**config.mk**
```make
export PLATFORM = sky130hd
export DESIGN_NAME = ram_arbiter
export DESIGN_NICKNAME = d
export VERILOG_FILES = /design/src/rtl/ram_arb_pkg.sv /design/src/rtl/rr_arb2.sv /design/src/rtl/ram_arbiter.sv
export SDC_FILE = /design/constraint.sdc
export NUM_CORES = 1
export LEC_CHECK = 0
export CORE_MARGIN = 10
export CORE_UTILIZATION = 43
export DETAILED_ROUTE_END_ITERATION = 6
export PLACE_DENSITY = 0.95
export SYNTH_ARGS = -nofsm -noshare
export SYNTH_HDL_FRONTEND = slang
export SYNTH_HIERARCHICAL = 1
export SYNTH_SLANG_ARGS = --single-unit
```
**constraint.sdc**
```tcl
create_clock -name clk -period 2.64 [get_ports clk]
set_input_delay 0.528 -clock clk [delete_from_list [all_inputs] [get_ports clk]]
set_output_delay 0.528 -clock clk [all_outputs]
set_load 0.02 [all_outputs]
```
**src/rtl/ram_arb_pkg.sv**
```systemverilog
// Shared types and constants for the two-port RAM arbiter.
package ram_arb_pkg;

  localparam int ADDR_W_DEF = 5;
  localparam int DATA_W_DEF = 32;

  typedef enum logic [1:0] {
    IDLE  = 2'd0,
    ISSUE = 2'd1,
    RESP  = 2'd2
  } state_e;

  localparam logic PORT_A = 1'b0;
  localparam logic PORT_B = 1'b1;

endpackage

```
**src/rtl/rr_arb2.sv**
```systemverilog
// Two-way round-robin pick with last-grant register.
// Define RAM_ARB_FIXED_PRIO_EN to make port A always win contention.
module rr_arb2
  import ram_arb_pkg::*;
(
  input  logic clk,
  input  logic rst,
  input  logic req_a_i,
  input  logic req_b_i,
  input  logic grant_i,
  output logic valid_o,
  output logic owner_o
);

  logic last_grant_q;
  logic last_grant_d;

  always_comb begin
    valid_o = req_a_i | req_b_i;
`ifdef RAM_ARB_FIXED_PRIO_EN
    if (req_a_i) begin
      owner_o = PORT_A;
    end else begin
      owner_o = PORT_B;
    end
`else
    if (req_a_i && req_b_i) begin
      // Under contention the port that did not win last time goes next.
      owner_o = (last_grant_q == PORT_A) ? PORT_B : PORT_A;
    end else if (req_a_i) begin
      owner_o = PORT_A;
    end else begin
      owner_o = PORT_B;
    end
`endif
    last_grant_d = last_grant_q;
    if (grant_i && valid_o) begin
      last_grant_d = owner_o;
    end else begin
      last_grant_d = last_grant_q;
    end
  end

  always_ff @(posedge clk) begin
    if (rst) begin
      last_grant_q <= PORT_B;
    end else begin
      last_grant_q <= last_grant_d;
    end
  end

endmodule

```
**src/rtl/ram_arbiter.sv**
```systemverilog
// Two-requester arbiter/sequencer for a single-port synchronous RAM.
// Build option RAM_ARB_FIXED_PRIO_EN selects fixed A-over-B priority.
module ram_arbiter
  import ram_arb_pkg::*;
#(
  parameter int ADDR_W = ADDR_W_DEF,
  parameter int DATA_W = DATA_W_DEF
) (
  input  logic              clk,
  input  logic              rst,
  input  logic              reqA,
  input  logic              weA,
  input  logic [ADDR_W-1:0] addrA,
  input  logic [DATA_W-1:0] wdataA,
  output logic              ackA,
  output logic [DATA_W-1:0] rdataA,
  input  logic              reqB,
  input  logic              weB,
  input  logic [ADDR_W-1:0] addrB,
  input  logic [DATA_W-1:0] wdataB,
  output logic              ackB,
  output logic [DATA_W-1:0] rdataB,
  output logic              ram_writeOn,
  output logic [ADDR_W-1:0] ram_address,
  output logic [DATA_W-1:0] ram_data_in,
  input  logic [DATA_W-1:0] ram_data_out
);

  state_e              state_q;
  logic                owner_q;
  logic                ack_a_q;
  logic                ack_b_q;
  logic [DATA_W-1:0]   rdata_a_q;
  logic [DATA_W-1:0]   rdata_b_q;
  logic                wr_on_q;
  logic [ADDR_W-1:0]   addr_q;
  logic [DATA_W-1:0]   wdata_q;

  logic                pick_valid;
  logic                pick_owner;

  rr_arb2 u_arb (
    .clk     (clk),
    .rst     (rst),
    .req_a_i (reqA),
    .req_b_i (reqB),
    .grant_i (state_q == IDLE),
    .valid_o (pick_valid),
    .owner_o (pick_owner)
  );

  always_ff @(posedge clk) begin
    if (rst) begin
      state_q   <= IDLE;
      owner_q   <= PORT_A;
      ack_a_q   <= 1'b0;
      ack_b_q   <= 1'b0;
      rdata_a_q <= '0;
      rdata_b_q <= '0;
      wr_on_q   <= 1'b0;
      addr_q    <= '0;
      wdata_q   <= '0;
    end else begin
      ack_a_q <= 1'b0;
      ack_b_q <= 1'b0;
      case (state_q)
        IDLE: begin
          if (pick_valid) begin
            owner_q <= pick_owner;
            state_q <= ISSUE;
            if (pick_owner == PORT_A) begin
              wr_on_q <= weA;
              addr_q  <= addrA;
              wdata_q <= wdataA;
            end else begin
              wr_on_q <= weB;
              addr_q  <= addrB;
              wdata_q <= wdataB;
            end
          end
        end
        ISSUE: begin
          // The RAM acts on this edge; never let a write linger.
          wr_on_q <= 1'b0;
          state_q <= RESP;
        end
        RESP: begin
          if (owner_q == PORT_A) begin
            ack_a_q   <= 1'b1;
            rdata_a_q <= ram_data_out;
          end else begin
            ack_b_q   <= 1'b1;
            rdata_b_q <= ram_data_out;
          end
          state_q <= IDLE;
        end
        default: begin
          wr_on_q <= 1'b0;
          state_q <= IDLE;
        end
      endcase
    end
  end

  assign ackA        = ack_a_q;
  assign ackB        = ack_b_q;
  assign rdataA      = rdata_a_q;
  assign rdataB      = rdata_b_q;
  assign ram_writeOn = wr_on_q;
  assign ram_address = addr_q;
  assign ram_data_in = wdata_q;

endmodule
```
==> summary.md <==
| Metric | Value |
|---|---|
| Run status | `completed` |
| Pint | `2450 uW` |
| Unrepaired setup endpoints after global routing | `false` |
| Worst R2R Start | `state_q[0]` |
| Fin crit period | `2.00 ns` |
| Antenna violations before repair | `0` |
| Final standard cell area without fillers | `6550 sq um` |
| First-pass DRT Iterations | `4` |
| Gates resized, CTS repair | `0` |
| Largest net degree at the start of global routing | `41` |
| Total of flip-flops plus latches after synthesis | `108` |
| Power share of the clock group | `26.6%` |
| Count of different cell masters after synthesis | `27` |
| Fraction of post-synthesis cell area in the top cell type by area | `51.8%` |
| CTS root buffer | `clkbuf_8` |
| Part of the Yosys area used for sequential elements | `51.8%` |
| Worst Hold Class | `flop to flop` |
| Worst Setup Start Kind | `flop` |
| Gr usage total | `18.6%` |
| Final RePlAce weighted congestion | `0.797` |
| Syn-to-layout area delta | `56.9%` |
| Critical path start-end classification | `flop to flop` |
| Slew at the pin with the worst max-slew slack | `1.22 ns` |
| Share of the core filled with cells | `70.2%` |
| Clock skew after layout | `0.0146 ns` |
| Total power draw | `3410 uW` |
| Number of cells on the worst hold path | `2` |
| CTS tree | `built` |
| IO Pins | `216` |
| Synth top area cells | `dfxtp_1, nand2_1, mux2i_1` |
| Residual DRC | `0` |
| Synthesized area divided by synthesized cell count | `9.64 sq um` |
| Dominant cell type by area after synthesis | `dfxtp_1` |
| Layout cells sized above 1 | `7.99%` |
| Static Leakage | `0.00236 uW` |
| Placed Area | `6370 sq um` |
| Required @ worst endpoint | `2.89 ns` |
| Dpl hpwl | `10600 um` |
| Total die area | `14000 sq um` |
| Worst voltage drop across the vdd grid | `0.000325 V` |
| Post-Syn Area | `4170 sq um` |
| Maxcap violations | `0` |
| Final Routed Wirelength | `13900 um` |
| Sinks on the clock net | `108` |
| Chip height | `119 um` |
| Mean number of vias per cell | `5.05` |
| Power share of the combinational group | `21.2%` |
| Final sum of negative setup slack | `0 ns` |
| Final Setup Violations | `0` |
| Total power divided by cell area | `520 nW/um^2` |
| Core region area | `9330 sq um` |
| Number of cells traversed by the worst register-to-register path | `3` |
| Register share of total power | `52.1%` |
| Total nets after synthesis | `545` |
| Top flip-flop cell by instance count after synthesis | `dfxtp_1` |
| Net load switching power | `954 uW` |
| Kind of end point of the critical path | `flop` |
| Clock transition at the registers of the reported paths | `0.11 ns` |
| Startpoint of the most critical hold path | `rdataB[25]` |
| Final-report max-slew violation count | `0` |
| Number of buffers inserted by port buffering | `215` |
| Placement row count | `35` |
| Number of buffers inserted by hold repair at cts | `0` |
| Slack of the worst reg-to-reg path | `0.64 ns` |
| First-iteration detailed-routing DRC count | `246` |
| Number of antenna-violating nets in the routed design | `0` |
| Most frequently used cell type in the post-synthesis netlist | `nand2_1` |
| Proportion of register bits with asynchronous set or reset after synthesis | `0%` |
| Sink of the worst hold path | `rdataB[25]` |
| Top fanout value on the critical path | `33` |
| Final cycle utilization of the critical path | `75.6%` |
| Via count of the first global-routing pass | `4068` |
| Buffer count from post-CTS setup fixing | `0` |
| Critical register-to-register path endpoint | `rdataA[9]` |
| Count of synthesis-stage warnings from yosys | `6` |
| Number of enable flip-flop cells after synthesis | `0` |
| DR vias | `3875` |
| Starting Density | `44.7%` |
| Synth cell count leaders | `nand2_1, dfxtp_1, a21oi_1, mux2i_1, o2bb2ai_2` |
| Headroom to the max-slew limit | `18.8%` |
| Die width | `119 um` |
| Cts bufs inserted | `9` |
| Average detailed-routed wire length per instance | `18.1 um` |
| Number of instances in the synthesized netlist | `433` |
| Global-route wire length before repair | `21600 um` |
| Number of hold violations in the final report | `0` |
| Maximum clock frequency | `0.501 GHz` |
| Total congestion overflow | `0` |
| Longest Clk Path Bufs | `2` |
| Proportion of total power due to net switching | `28.0%` |
| Net count of the finished layout | `745` |
| Critical path arrival | `2.24 ns` |
| Antenna diode count | `0` |
| Number of H-tree levels | `3` |
| Clock insertion delay at the later pin of the skew report | `0.35 ns` |
layer usage:
metal  up-vias  track usage [%]  share of wire [%]
met2       143             33.5                 51
li1       1876                -                  -
met5         -                0                  0
met4         0             7.33                2.7
met1      1832             19.9                 40
met3        24             5.57                6.9
state kept, by name, summed over array words and instances, names as in the netlist, 2 cells and up:
register / count
rdataA: 32
state_q: 2
rdataB: 32
ram_address: 5
ram_data_in: 32
how the worst max path moves through the flow:
stage / start / to / slack, ns / cells past startpoint
finish: state_q[0] / rdataA[9] / 0.64 / 3
global route: state_q[0] / rdataA[9] / 0.42 / 3
CTS: state_q[0] / rdataA[9] / 0.59 / 3
detailed placement: reqA / ram_data_in[0] / 0.52 / 6
global placement: reqB / ram_writeOn / 0.57 / 6
floorplan: reqB / ram_data_in[16] / 1.0 / 7
stage by stage:
step	instances	worst slack [ns]	hold WS, ns
after floorplan	433	0.999	0.472
after global placement	751	0.574	0.441
after detailed placement	751	0.516	0.445
after CTS	767	0.592	0.460
after global routing	767	0.417	0.480
final	767	0.645	0.459
worst max-delay path, cell delays in order, from the launching register on:
cell,delay (ns)
dfxtp_1,0.53
or3b_1,0.99
nand2_1,0.11
a21oi_1,0.26
power by group through the flow:
stage	Clock (uW)	Combinational, uW	Sequential [uW]
global route	993	764	1790
floorplan	0	242	1900
CTS	933	730	1780
global placement	0	708	1810
finish	907	723	1780
detailed placement	0	728	1810
cell type report:
class / instances / area (sq um)
inverter: 2 / 7.51
fill: 696 / 2780
clock inverter: 6 / 46.3
clock buffer: 10 / 128
multi-input combinational: 288 / 1800
sequential: 108 / 2160
tap: 129 / 161
timing repair buffer: 224 / 2240
kinds of logic (layout without fill, tap and decap cells):
kind of cell	Yosys count	in the layout	synth area share, %
buffers and inverters	37	242	5.43
DFF	108	108	51.8
muxes	39	39	9.35
AOI/OAI and AO/OA	105	105	19.0
and+or+nand+nor	144	144	14.4
cells in the final DEF, fill, tap and decap left out, types with 2 or more instances in the layout:
cell and n:
o2bb2ai_1 18, inv_6 2, nor3b_4 2, mux2i_1 39
inv_1 2, dfxtp_1 108, clkinvlp_4 2, nand2_1 128
clkdlybuf4s50_1 214, buf_4 7, clkbuf_8 9, nor2_1 5
o2bb2ai_2 19, buf_12 2, a21oi_1 65
Note: power is estimated with default switching activity, not from simulation.
